[src/rtl/mips_pkg.sv]
// Shared types and widths for the instruction-memory loader.
// Latency: n/a (declarations only).
// Backpressure: n/a.
package mips_pkg;

    localparam int WORD_W = 32;
    localparam int BYTE_W = 8;

    typedef enum logic [1:0] {
        IDLE  = 2'd0,
        LOAD  = 2'd1,
        WRITE = 2'd2,
        DONE  = 2'd3
    } ld_state_t;

endpackage

[src/rtl/imem_loader_if.sv]
// Host byte stream, load control/status and instruction-memory write port.
// Latency: n/a (wiring only).
// Backpressure: in_ready qualifies in_valid; mem write port is never stalled.
interface imem_loader_if #(
    parameter int ADDR_W = 5
);
    import mips_pkg::*;

    logic              start;
    logic [ADDR_W:0]   word_count;
    logic              in_valid;
    logic [BYTE_W-1:0] in_data;
    logic              in_ready;
    logic              mem_we;
    logic [ADDR_W-1:0] mem_addr;
    logic [WORD_W-1:0] mem_wdata;
    logic              cpu_hold;
    logic              done;
    logic              err;
    logic [WORD_W-1:0] checksum;

    // Host / debug side
    modport master (
        output start, word_count, in_valid, in_data,
        input  in_ready, mem_we, mem_addr, mem_wdata, cpu_hold, done, err, checksum
    );

    // Loader side
    modport slave (
        input  start, word_count, in_valid, in_data,
        output in_ready, mem_we, mem_addr, mem_wdata, cpu_hold, done, err, checksum
    );

endinterface

[src/rtl/word_assembler.sv]
// Shifts big-endian bytes into a 32-bit word; flags the 4th byte.
// Latency: word_out valid the cycle after the 4th byte; word_full is same-cycle.
// Backpressure: none; caller gates byte_en.
module word_assembler
    import mips_pkg::*;
(
    input  logic              clk,
    input  logic              rst_n,
    input  logic              clear,
    input  logic              byte_en,
    input  logic [BYTE_W-1:0] byte_in,
    output logic [WORD_W-1:0] word_out,
    output logic              word_full
);

    logic [1:0]        idx;
    logic [WORD_W-1:0] shreg;

    // Byte index and shift register; first byte ends up in the top byte lane
    always_ff @(posedge clk or negedge rst_n) begin
        if (!rst_n) begin
            idx   <= 2'd0;
            shreg <= '0;
        end else if (clear) begin
            idx   <= 2'd0;
            shreg <= '0;
        end else if (byte_en) begin
            idx   <= idx + 2'd1;
            shreg <= {shreg[WORD_W-BYTE_W-1:0], byte_in};
        end
    end

    assign word_out  = shreg;
    assign word_full = byte_en && !clear && (idx == 2'd3);

endmodule

[src/rtl/imem_loader.sv]
// Loads a big-endian byte stream into instruction memory from address 0, holding the CPU in reset.
// Latency: write one cycle after the 4th byte of a word; done one cycle after the last write.
// Backpressure: in_ready is registered and drops during writes and once all requested words are in.
module imem_loader
    import mips_pkg::*;
#(
    parameter int DEPTH  = 19,
    parameter int ADDR_W = 5
) (
    input  logic         clk,
    input  logic         rst_n,
    imem_loader_if.slave bus
);

    localparam logic [ADDR_W:0] DEPTH_N = (ADDR_W+1)'(DEPTH);

    ld_state_t         state;
    logic              in_ready_q;
    logic              mem_we_q;
    logic              cpu_hold_q;
    logic              done_q;
    logic              err_q;
    logic [WORD_W-1:0] checksum_q;
    logic [ADDR_W-1:0] addr_q;
    logic [ADDR_W:0]   cnt_q;

    logic [ADDR_W:0]   req_cnt;
    logic              clear;
    logic              byte_en;
    logic              word_full;
    logic              last_word;
    logic [WORD_W-1:0] word;

    // Requests larger than the memory are clipped so mem_addr stays in range
    assign req_cnt   = (bus.word_count > DEPTH_N) ? DEPTH_N : bus.word_count;
    assign clear     = (state == IDLE) && bus.start;
    assign byte_en   = bus.in_valid && in_ready_q;
    assign last_word = ({1'b0, addr_q} == (cnt_q - 1'b1));

    word_assembler u_asm (
        .clk       (clk),
        .rst_n     (rst_n),
        .clear     (clear),
        .byte_en   (byte_en),
        .byte_in   (bus.in_data),
        .word_out  (word),
        .word_full (word_full)
    );

    // Load FSM; every handshake/status output is registered alongside the state
    always_ff @(posedge clk or negedge rst_n) begin
        if (!rst_n) begin
            state      <= IDLE;
            in_ready_q <= 1'b0;
            mem_we_q   <= 1'b0;
            cpu_hold_q <= 1'b0;
            done_q     <= 1'b0;
            err_q      <= 1'b0;
            checksum_q <= '0;
            addr_q     <= '0;
            cnt_q      <= '0;
        end else begin
            mem_we_q <= 1'b0;
            done_q   <= 1'b0;
            case (state)
                IDLE: begin
                    if (bus.start) begin
                        cnt_q      <= req_cnt;
                        err_q      <= (bus.word_count > DEPTH_N);
                        checksum_q <= '0;
                        addr_q     <= '0;
                        if (req_cnt == '0) begin
                            state      <= DONE;
                            done_q     <= 1'b1;
                            cpu_hold_q <= 1'b0;
                        end else begin
                            state      <= LOAD;
                            in_ready_q <= 1'b1;
                            cpu_hold_q <= 1'b1;
                        end
                    end
                end
                LOAD: begin
                    if (word_full) begin
                        state      <= WRITE;
                        in_ready_q <= 1'b0;
                        mem_we_q   <= 1'b1;
                    end
                end
                WRITE: begin
                    checksum_q <= checksum_q ^ word;
                    if (last_word) begin
                        state      <= DONE;
                        done_q     <= 1'b1;
                        cpu_hold_q <= 1'b0;
                    end else begin
                        addr_q     <= addr_q + 1'b1;
                        state      <= LOAD;
                        in_ready_q <= 1'b1;
                    end
                end
                default: begin
                    state <= IDLE;
                end
            endcase
        end
    end

    assign bus.in_ready  = in_ready_q;
    assign bus.mem_we    = mem_we_q;
    assign bus.mem_addr  = addr_q;
    assign bus.mem_wdata = word;
    assign bus.cpu_hold  = cpu_hold_q;
    assign bus.done      = done_q;
    assign bus.err       = err_q;
    assign bus.checksum  = checksum_q;

endmodule

[src/flat_wrapper.sv]
// flat-port wrapper written by rule: the top's interface ports become plain ports
module imem_loader_flat import mips_pkg::*;
#(
    parameter int DEPTH  = 19,
    parameter int ADDR_W = 5
)
  (clk, rst_n, bus_start, bus_word_count, bus_in_valid, bus_in_data, bus_in_ready, bus_mem_we, bus_mem_addr, bus_mem_wdata, bus_cpu_hold, bus_done, bus_err, bus_checksum);
  imem_loader_if #(.ADDR_W(ADDR_W)) bus_i ();
  input  logic clk;
  input  logic rst_n;
  input wire logic [$bits(bus_i.start)-1:0] bus_start;
  input wire logic [$bits(bus_i.word_count)-1:0] bus_word_count;
  input wire logic [$bits(bus_i.in_valid)-1:0] bus_in_valid;
  input wire logic [$bits(bus_i.in_data)-1:0] bus_in_data;
  output wire logic [$bits(bus_i.in_ready)-1:0] bus_in_ready;
  output wire logic [$bits(bus_i.mem_we)-1:0] bus_mem_we;
  output wire logic [$bits(bus_i.mem_addr)-1:0] bus_mem_addr;
  output wire logic [$bits(bus_i.mem_wdata)-1:0] bus_mem_wdata;
  output wire logic [$bits(bus_i.cpu_hold)-1:0] bus_cpu_hold;
  output wire logic [$bits(bus_i.done)-1:0] bus_done;
  output wire logic [$bits(bus_i.err)-1:0] bus_err;
  output wire logic [$bits(bus_i.checksum)-1:0] bus_checksum;
  assign bus_i.start = bus_start;
  assign bus_i.word_count = bus_word_count;
  assign bus_i.in_valid = bus_in_valid;
  assign bus_i.in_data = bus_in_data;
  assign bus_in_ready = bus_i.in_ready;
  assign bus_mem_we = bus_i.mem_we;
  assign bus_mem_addr = bus_i.mem_addr;
  assign bus_mem_wdata = bus_i.mem_wdata;
  assign bus_cpu_hold = bus_i.cpu_hold;
  assign bus_done = bus_i.done;
  assign bus_err = bus_i.err;
  assign bus_checksum = bus_i.checksum;
  imem_loader #(.DEPTH(DEPTH), .ADDR_W(ADDR_W)) u_core (.clk(clk), .rst_n(rst_n), .bus(bus_i));
endmodule
[config.mk]
export PLATFORM = sky130hd
export DESIGN_NAME = imem_loader_flat
export DESIGN_NICKNAME = d
export VERILOG_FILES = /design/src/rtl/mips_pkg.sv /design/src/rtl/imem_loader_if.sv /design/src/rtl/word_assembler.sv /design/src/rtl/imem_loader.sv /design/src/flat_wrapper.sv
export SDC_FILE = /design/constraint.sdc
export NUM_CORES = 1
export LEC_CHECK = 0
export CORE_MARGIN = 5
export CORE_UTILIZATION = 45
export DETAILED_ROUTE_END_ITERATION = 12
export GPL_ROUTABILITY_DRIVEN = 0
export PLACE_DENSITY_LB_ADDON = 0.15
export SYNTH_ARGS = -nofsm -noshare
export SYNTH_HDL_FRONTEND = slang
export SYNTH_SLANG_ARGS = --single-unit
[constraint.sdc]
create_clock -name clk -period 1.9 [get_ports clk]
set_clock_uncertainty 0.05 [all_clocks]
set_input_delay 0.19 -clock clk [delete_from_list [all_inputs] [get_ports clk]]
set_output_delay 0.19 -clock clk [all_outputs]
set_load 0.005 [all_outputs]
==> results of run 1 <==
[layout make-up]
type                            instances  share of cell area [%]
Tap cell                              105                    2.53
Timing Repair Buffer                  113                    21.5
Multi-Input combinational cell        320                    31.0
Inverter                                3                   0.217
Clock buffer                           13                    2.87
Sequential cell                        84                    40.6
Clock inverter                          3                    1.33
[worst max-delay path, cell delays in order, from the launching register on]
cell and delay (ps):
dfrtp_1 390, or2_1 260, or4_4 490, and4_4 230
a2111oi_4 340, a221o_2 150
[flip-flops by register name (all words and copies together) (netlist names)]
name	cells
u_core.u_asm.idx	2
u_core.bus.mem_we	1
u_core.state	2
u_core.bus.checksum	32
u_core.bus.cpu_hold	1
u_core.bus.mem_addr	5
u_core.u_asm.word_out	32
u_core.bus.err	1
u_core.cnt_q	6
u_core.bus.in_ready	1
u_core.bus.done	1
[cells in the mapped netlist, types with 4 or more instances]
cell and number:
a21oi_1 38, and2_1 5, clkbuf_1 25, dfrtp_1 84, nand2_1 115, nand3_1 4, nor2_1 40, nor3_1 4
o21ai_0 72, xnor2_1 4
[kinds of logic after synthesis]
| family | after synthesis |
|---|---|
| and+or+nand+nor | 184 |
| AOI/OAI and AO/OA | 126 |
| DFF | 84 |
| buffers and inverters | 28 |
| xor gates and xnor gates | 7 |
| adders and majority gates | 3 |
[layout by cell type, fill, tap and decap left out, types with 2 or more instances in the layout]
cell type	n
and2_1	4
inv_2	2
bufinv_16	2
a21oi_1	38
xor2_1	3
nand3_1	4
o211ai_1	2
buf_4	19
nor2_1	40
nand3b_1	2
nor3_1	4
o21ai_0	71
xnor2_1	4
clkbuf_8	10
clkbuf_1	3
clkdlybuf4s50_1	90
nand2_1	114
nor4_1	2
buf_12	3
ha_1	2
dfrtp_1	84
[power by group]
group / total (mW) / internal [mW] / switching [mW] / leakage, nW
combinational: 2.59 / 1.44 / 1.15 / 1.00
clock: 1.42 / 0.784 / 0.633 / 0.108
sequential: 2.99 / 2.32 / 0.668 / 1.11
total: 7.00 / 4.55 / 2.45 / 2.22
[routing by layer]
| layer | global-route usage (%) | share of wire, % |
|---|---|---|
| met1 | 28.5 | 44 |
| met2 | 33.4 | 49 |
| met3 | 4.75 | 5.9 |
| met4 | 7.16 | 1.6 |
| met5 | 0 | 0 |
[repair_timing]
| action | in CTS | in global routing |
|---|---|---|
| hold buffers | 1 | 0 |
| endpoints found under the hold margin | 28 | 0 |
| gates resized for setup | 7 | 1 |
| setup endpoints to repair | 8 | 9 |
| pin swaps | 10 | 4 |
| buffers inserted | 1 | 1 |
[metrics by stage]
step	hold slack (ps)	std cells	setup slack [ps]	utilization [%]	instance area [sq um]
after floorplan	-156	432	-9.81	-	3780
after global routing	285	641	-120	63.1	5180
after CTS	255	640	-43.2	62.9	5170
after detailed placement	97.7	622	-104	59.8	4920
after global placement	90.7	622	-20.0	59.8	4920
final	253	641	-63.4	63.1	5180
[path summary, 6_finish.rpt]
| check | cells past startpoint | slack (ps) | end | startpoint |
|---|---|---|---|---|
| setup reg to reg | 5 | -60 | u_core.bus.mem_addr[2]$_DFFE_PN0P_ | u_core.cnt_q[3]$_DFFE_PN0P_ |
| hold / removal | 2 | 250 | u_core.bus.mem_addr[3]$_DFFE_PN0P_ | rst_n |
| max in group asynchronous | 3 | 920 | u_core.u_asm.word_out[28]$_DFFE_PN0P_ | rst_n |
| min in group clk | 3 | 320 | u_core.u_asm.word_out[7]$_DFFE_PN0P_ | bus_in_data[7] |
| hold reg to reg | 1 | 430 | u_core.bus.checksum[29]$_DFFE_PN0P_ | u_core.bus.checksum[29]$_DFFE_PN0P_ |
| setup / recovery | 5 | -60 | u_core.bus.mem_addr[2]$_DFFE_PN0P_ | u_core.cnt_q[3]$_DFFE_PN0P_ |
==> results.tsv, run 1 <==
metric	value	unit
status	finished, violations left	
violations	negative setup slack	
regArea	2100	sq um
synth.area.mux_share	0	%
clk_latency	350	ps
wl_per_cell	15.8	um
min_period_over_period	103	%
drt-vias-per-instance	5.33	
cts_tree	built	
synth_largest_area_cell	dfrtp_1	
cp.required	2140	ps
grt_overflow_total	0	
core_area	8220	sq um
yosysSeqAreaShare	55.6	%
layout.nets	552	
path_max_fanout	4	
peakVddDrop	671	uV
die_width	102	um
wl	10100	um
crit_type	register to register	
grt_pass1_vias	3510	
synth_edf_count	0	
synth_fp_nets	453	
syn_inst	432	
arrival	2200	ps
fillers	685	
worstSetupStartpointType	register	
vias	3418	
clk_path_buf_depth	2	
clkSlewWorstSetupHoldPaths	80	ps
power_density	1350	nW/um^2
synth_top_family_by_area	simple AND/OR/NAND/NOR gates	
final_max_slew_viol_count	0	
rows	33	
synth_cell_types	39	
rsz0062_at_grt	true	
synth-simple-area-share	20.3	%
cap_viol_max_count	0	
io_pins	92	
relSlewSlack	73.0	%
synth.area.top_cells	dfrtp_1 56%, nand2_1 11%, o21ai_0 9.5%	
ant_nets	0	
multiInputGateArea	1610	sq um
io_buffers	91	
fin_crit	1960	ps
synth-warning-count	0	
grt_use_total	21.0	%
root_buffer	clkbuf_8	
grt_max_degree	57	
htree_levels	3	
syn2layout_area_growth	37.2	%
drc	0	
dp_hpwl	7020	um
synth_fa_ha_area_share	0.993	%
synth_compound_gate_area_share	18.6	%
antenna_cells	0	
dr.pass1.iters	4	
hold_viol	0	
drive_gt1_share	9.51	%
max_freq	509	MHz
fin_setup_tns	-151	ps
worst_slew_pin_slew	405	ps
finalSetupViolations	6	
syn_area_per_cell	8.75	sq um
cts.sinks	84	
drt_iter0_drc	219	
cts_buffers	9	
die_h	102	um
p_leak	2.22	nW
yosys_most_used_dff	dfrtp_1	
synth_seq_cells	84	
netlist_area	3780	sq um
final.setup.worst_slack	-63.4	ps
min_path_type	primary input to async pin	
antenna_found_initial	0	
end_kind	register	
initial_utilization	46.0	%
finalPower	7.00	mW
synthArstFlopShare	100	%
synth_xor_area_share	1.62	%
grt_pass1_wl	17200	um
synth_top_area_share	55.6	%
die_area	10300	sq um
(Power assumes the default switching activity.)
==> run 2, diff against run 1 <==
--- a/config.mk
+++ b/config.mk
@@ -9,7 +9,7 @@
 export CORE_UTILIZATION = 45
 export DETAILED_ROUTE_END_ITERATION = 12
 export GPL_ROUTABILITY_DRIVEN = 0
-export PLACE_DENSITY_LB_ADDON = 0.15
+export PLACE_DENSITY = 0.77
 export SYNTH_ARGS = -nofsm -noshare
 export SYNTH_HDL_FRONTEND = slang
 export SYNTH_SLANG_ARGS = --single-unit
==> run 2 against run 1 <==
  * The flow still finishes with violations (negative setup slack)
  * Sequential share of layout area decreased by 0.22 points
  * Setup slack gained 35 ps
  * Design area is 0.56% higher
  * Clock power decreased by 12%
==> results.tsv, run 2 (synthesis results as in run 1) <==
metric	value	unit
status	finished, violations left	
violations	negative setup slack	
cts_buffers	9	
timing.rr.end	u_core.bus.mem_addr[2]$_DFFE_PN0P_	
min_period_over_period	101	%
finalSetupViolations	1	
antenna_found_initial	0	
grt_pass1_wl	17000	um
die_width	102	um
die_h	102	um
ant_nets	0	
io_buffers	91	
grt_max_degree	48	
power_switching	2.50	mW
worstSetupStartpointType	register	
dp_hpwl	6970	um
power_density	1340	nW/um^2
finalPower	6.97	mW
layout.nets	556	
htree_levels	3	
crit_path_start	u_core.cnt_q[2]$_DFFE_PN0P_	
initial_utilization	46.0	%
clkSlewWorstSetupHoldPaths	90	ps
cap_viol_max_count	0	
path_max_fanout	4	
endpoint	u_core.bus.mem_addr[2]$_DFFE_PN0P_	
r2r_slack	-30	ps
core_area	8220	sq um
hold_viol	0	
final.setup.worst_slack	-28.1	ps
cts.sinks	84	
drive_gt1_share	10.9	%
final_max_slew_viol_count	0	
final_common_cell	nand2_1	
fillers	681	
hold_path_depth	3	
min_path_type	primary input to register	
io_pins	92	
antenna_cells	0	
syn2layout_area_growth	37.9	%
pwr-share-clk	18.0	%
rsz0062_at_grt	true	
seq_power_share	42.6	%
cts_tree	built	
cp.required	2130	ps
drt-vias-per-instance	5.38	
grt_pass1_vias	3457	
place_area	4940	sq um
dp_cells	623	
wl_per_cell	15.9	um
p_int	4.46	mW
grt_overflow_total	0	
p_leak	2.23	nW
worst_slew_pin_slew	624	ps
drc	0	
relSlewSlack	58.4	%
clk_path_buf_depth	2	
fin_crit	1930	ps
clk_latency	350	ps
wl	10200	um
worstReg2RegStart	u_core.cnt_q[2]$_DFFE_PN0P_	
p_sw_share	35.9	%
grt_use_total	20.5	%
drt_iter0_drc	219	
end_kind	register	
power_frac_comb	39.4	%
crit_type	register to register	
vias	3468	
max_freq	519	MHz
final_cell_mix	114 x nand2_1, 90 x clkdlybuf4s50_1, 84 x dfrtp_1	
root_buffer	clkbuf_8	
die_area	10300	sq um
arrival	2160	ps
rows	33	
peakVddDrop	583	uV
reg2reg_depth	5	
fin_cells	645	
dr.pass1.iters	5	
final_cell_area	5210	sq um
-- run 2: cell count changes in the layout (fill, tap and decap cells not counted), sizes merged --
cell | before | now
buf | 22 | 26
clkbuf | 13 | 10
clkinv | 0 | 4
inv | 4 | 3
clkinvlp | 0 | 1
bufinv | 2 | 1
-- run 2: per-stage QoR --
stage | utilization, % | hold slack [ps] | setup slack [ps] | TNS (ps)
6_report | 63.4 | 333 | -28.1 | -28.1
5_1_grt | 63.4 | 342 | -81.8 | -241
4_1_cts | 63.1 | 319 | 2.97 | 0
3_5_place_dp | 60.1 | 196 | -121 | -310
3_3_place_gp | 60.1 | 192 | -7.12 | -7.12
2_1_floorplan | - | -156 | -9.81 | -9.81
-- run 2: final cells by class --
type,count,area (sq um),area share (%)
Multi-Input combinational cell,320,1620,31.1
Sequential cell,84,2100,40.3
Clock inverter,6,65.1,1.25
Timing Repair Buffer,117,1160,22.2
Inverter,3,11.3,0.216
Tap cell,105,131,2.52
Clock buffer,10,128,2.45
-- run 2: power by group through the flow --
stage	clock [mW]	combinational [mW]	sequential [mW]
after global placement	0	2.53	2.96
final	1.25	2.75	2.97
after detailed placement	0	2.60	2.98
after global routing	1.36	3.01	3.06
after CTS	1.27	2.72	2.96
after floorplan	0	1.07	2.88
-- run 2: worst min path at each step --
stage	start	endpoint
2_1_floorplan	rst_n	u_core.bus.checksum[0]$_DFFE_PN0P_
3_3_place_gp	rst_n	u_core.bus.checksum[0]$_DFFE_PN0P_
3_5_place_dp	rst_n	u_core.u_asm.word_out[0]$_DFFE_PN0P_
4_1_cts	bus_in_data[3]	u_core.u_asm.word_out[3]$_DFFE_PN0P_
5_1_grt	bus_in_data[6]	u_core.u_asm.word_out[6]$_DFFE_PN0P_
6_report	bus_in_data[3]	u_core.u_asm.word_out[3]$_DFFE_PN0P_
-- run 2: worst max-delay path, stage by stage, from the launching register on --
cell and delay [ps]:
dfrtp_1 390, or2_4 270, or4_4 480, and4_4 230, a2111oi_4 290, a221o_2 150
-- run 2: repair_timing --
| item | 4_1_cts | 5_1_grt |
|---|---|---|
| pin swaps | 7 | 7 |
| cloned | 0 | 0 |
| buffers inserted | 4 | 2 |
| endpoints found under the setup margin | 7 | 9 |
| hold buffers | 1 | 0 |
| gates resized for setup | 6 | 6 |
| endpoints found under the hold margin | 45 | 0 |
-- run 2: metal layers --
metal  up-vias  GRT usage [%]  part of all wire [%]
met1      1664           27.3                    43
met2       120           33.8                    49
met5         -              0                     0
met3        16           4.06                   6.3
li1       1668              -                     -
met4         0           6.65                   1.5
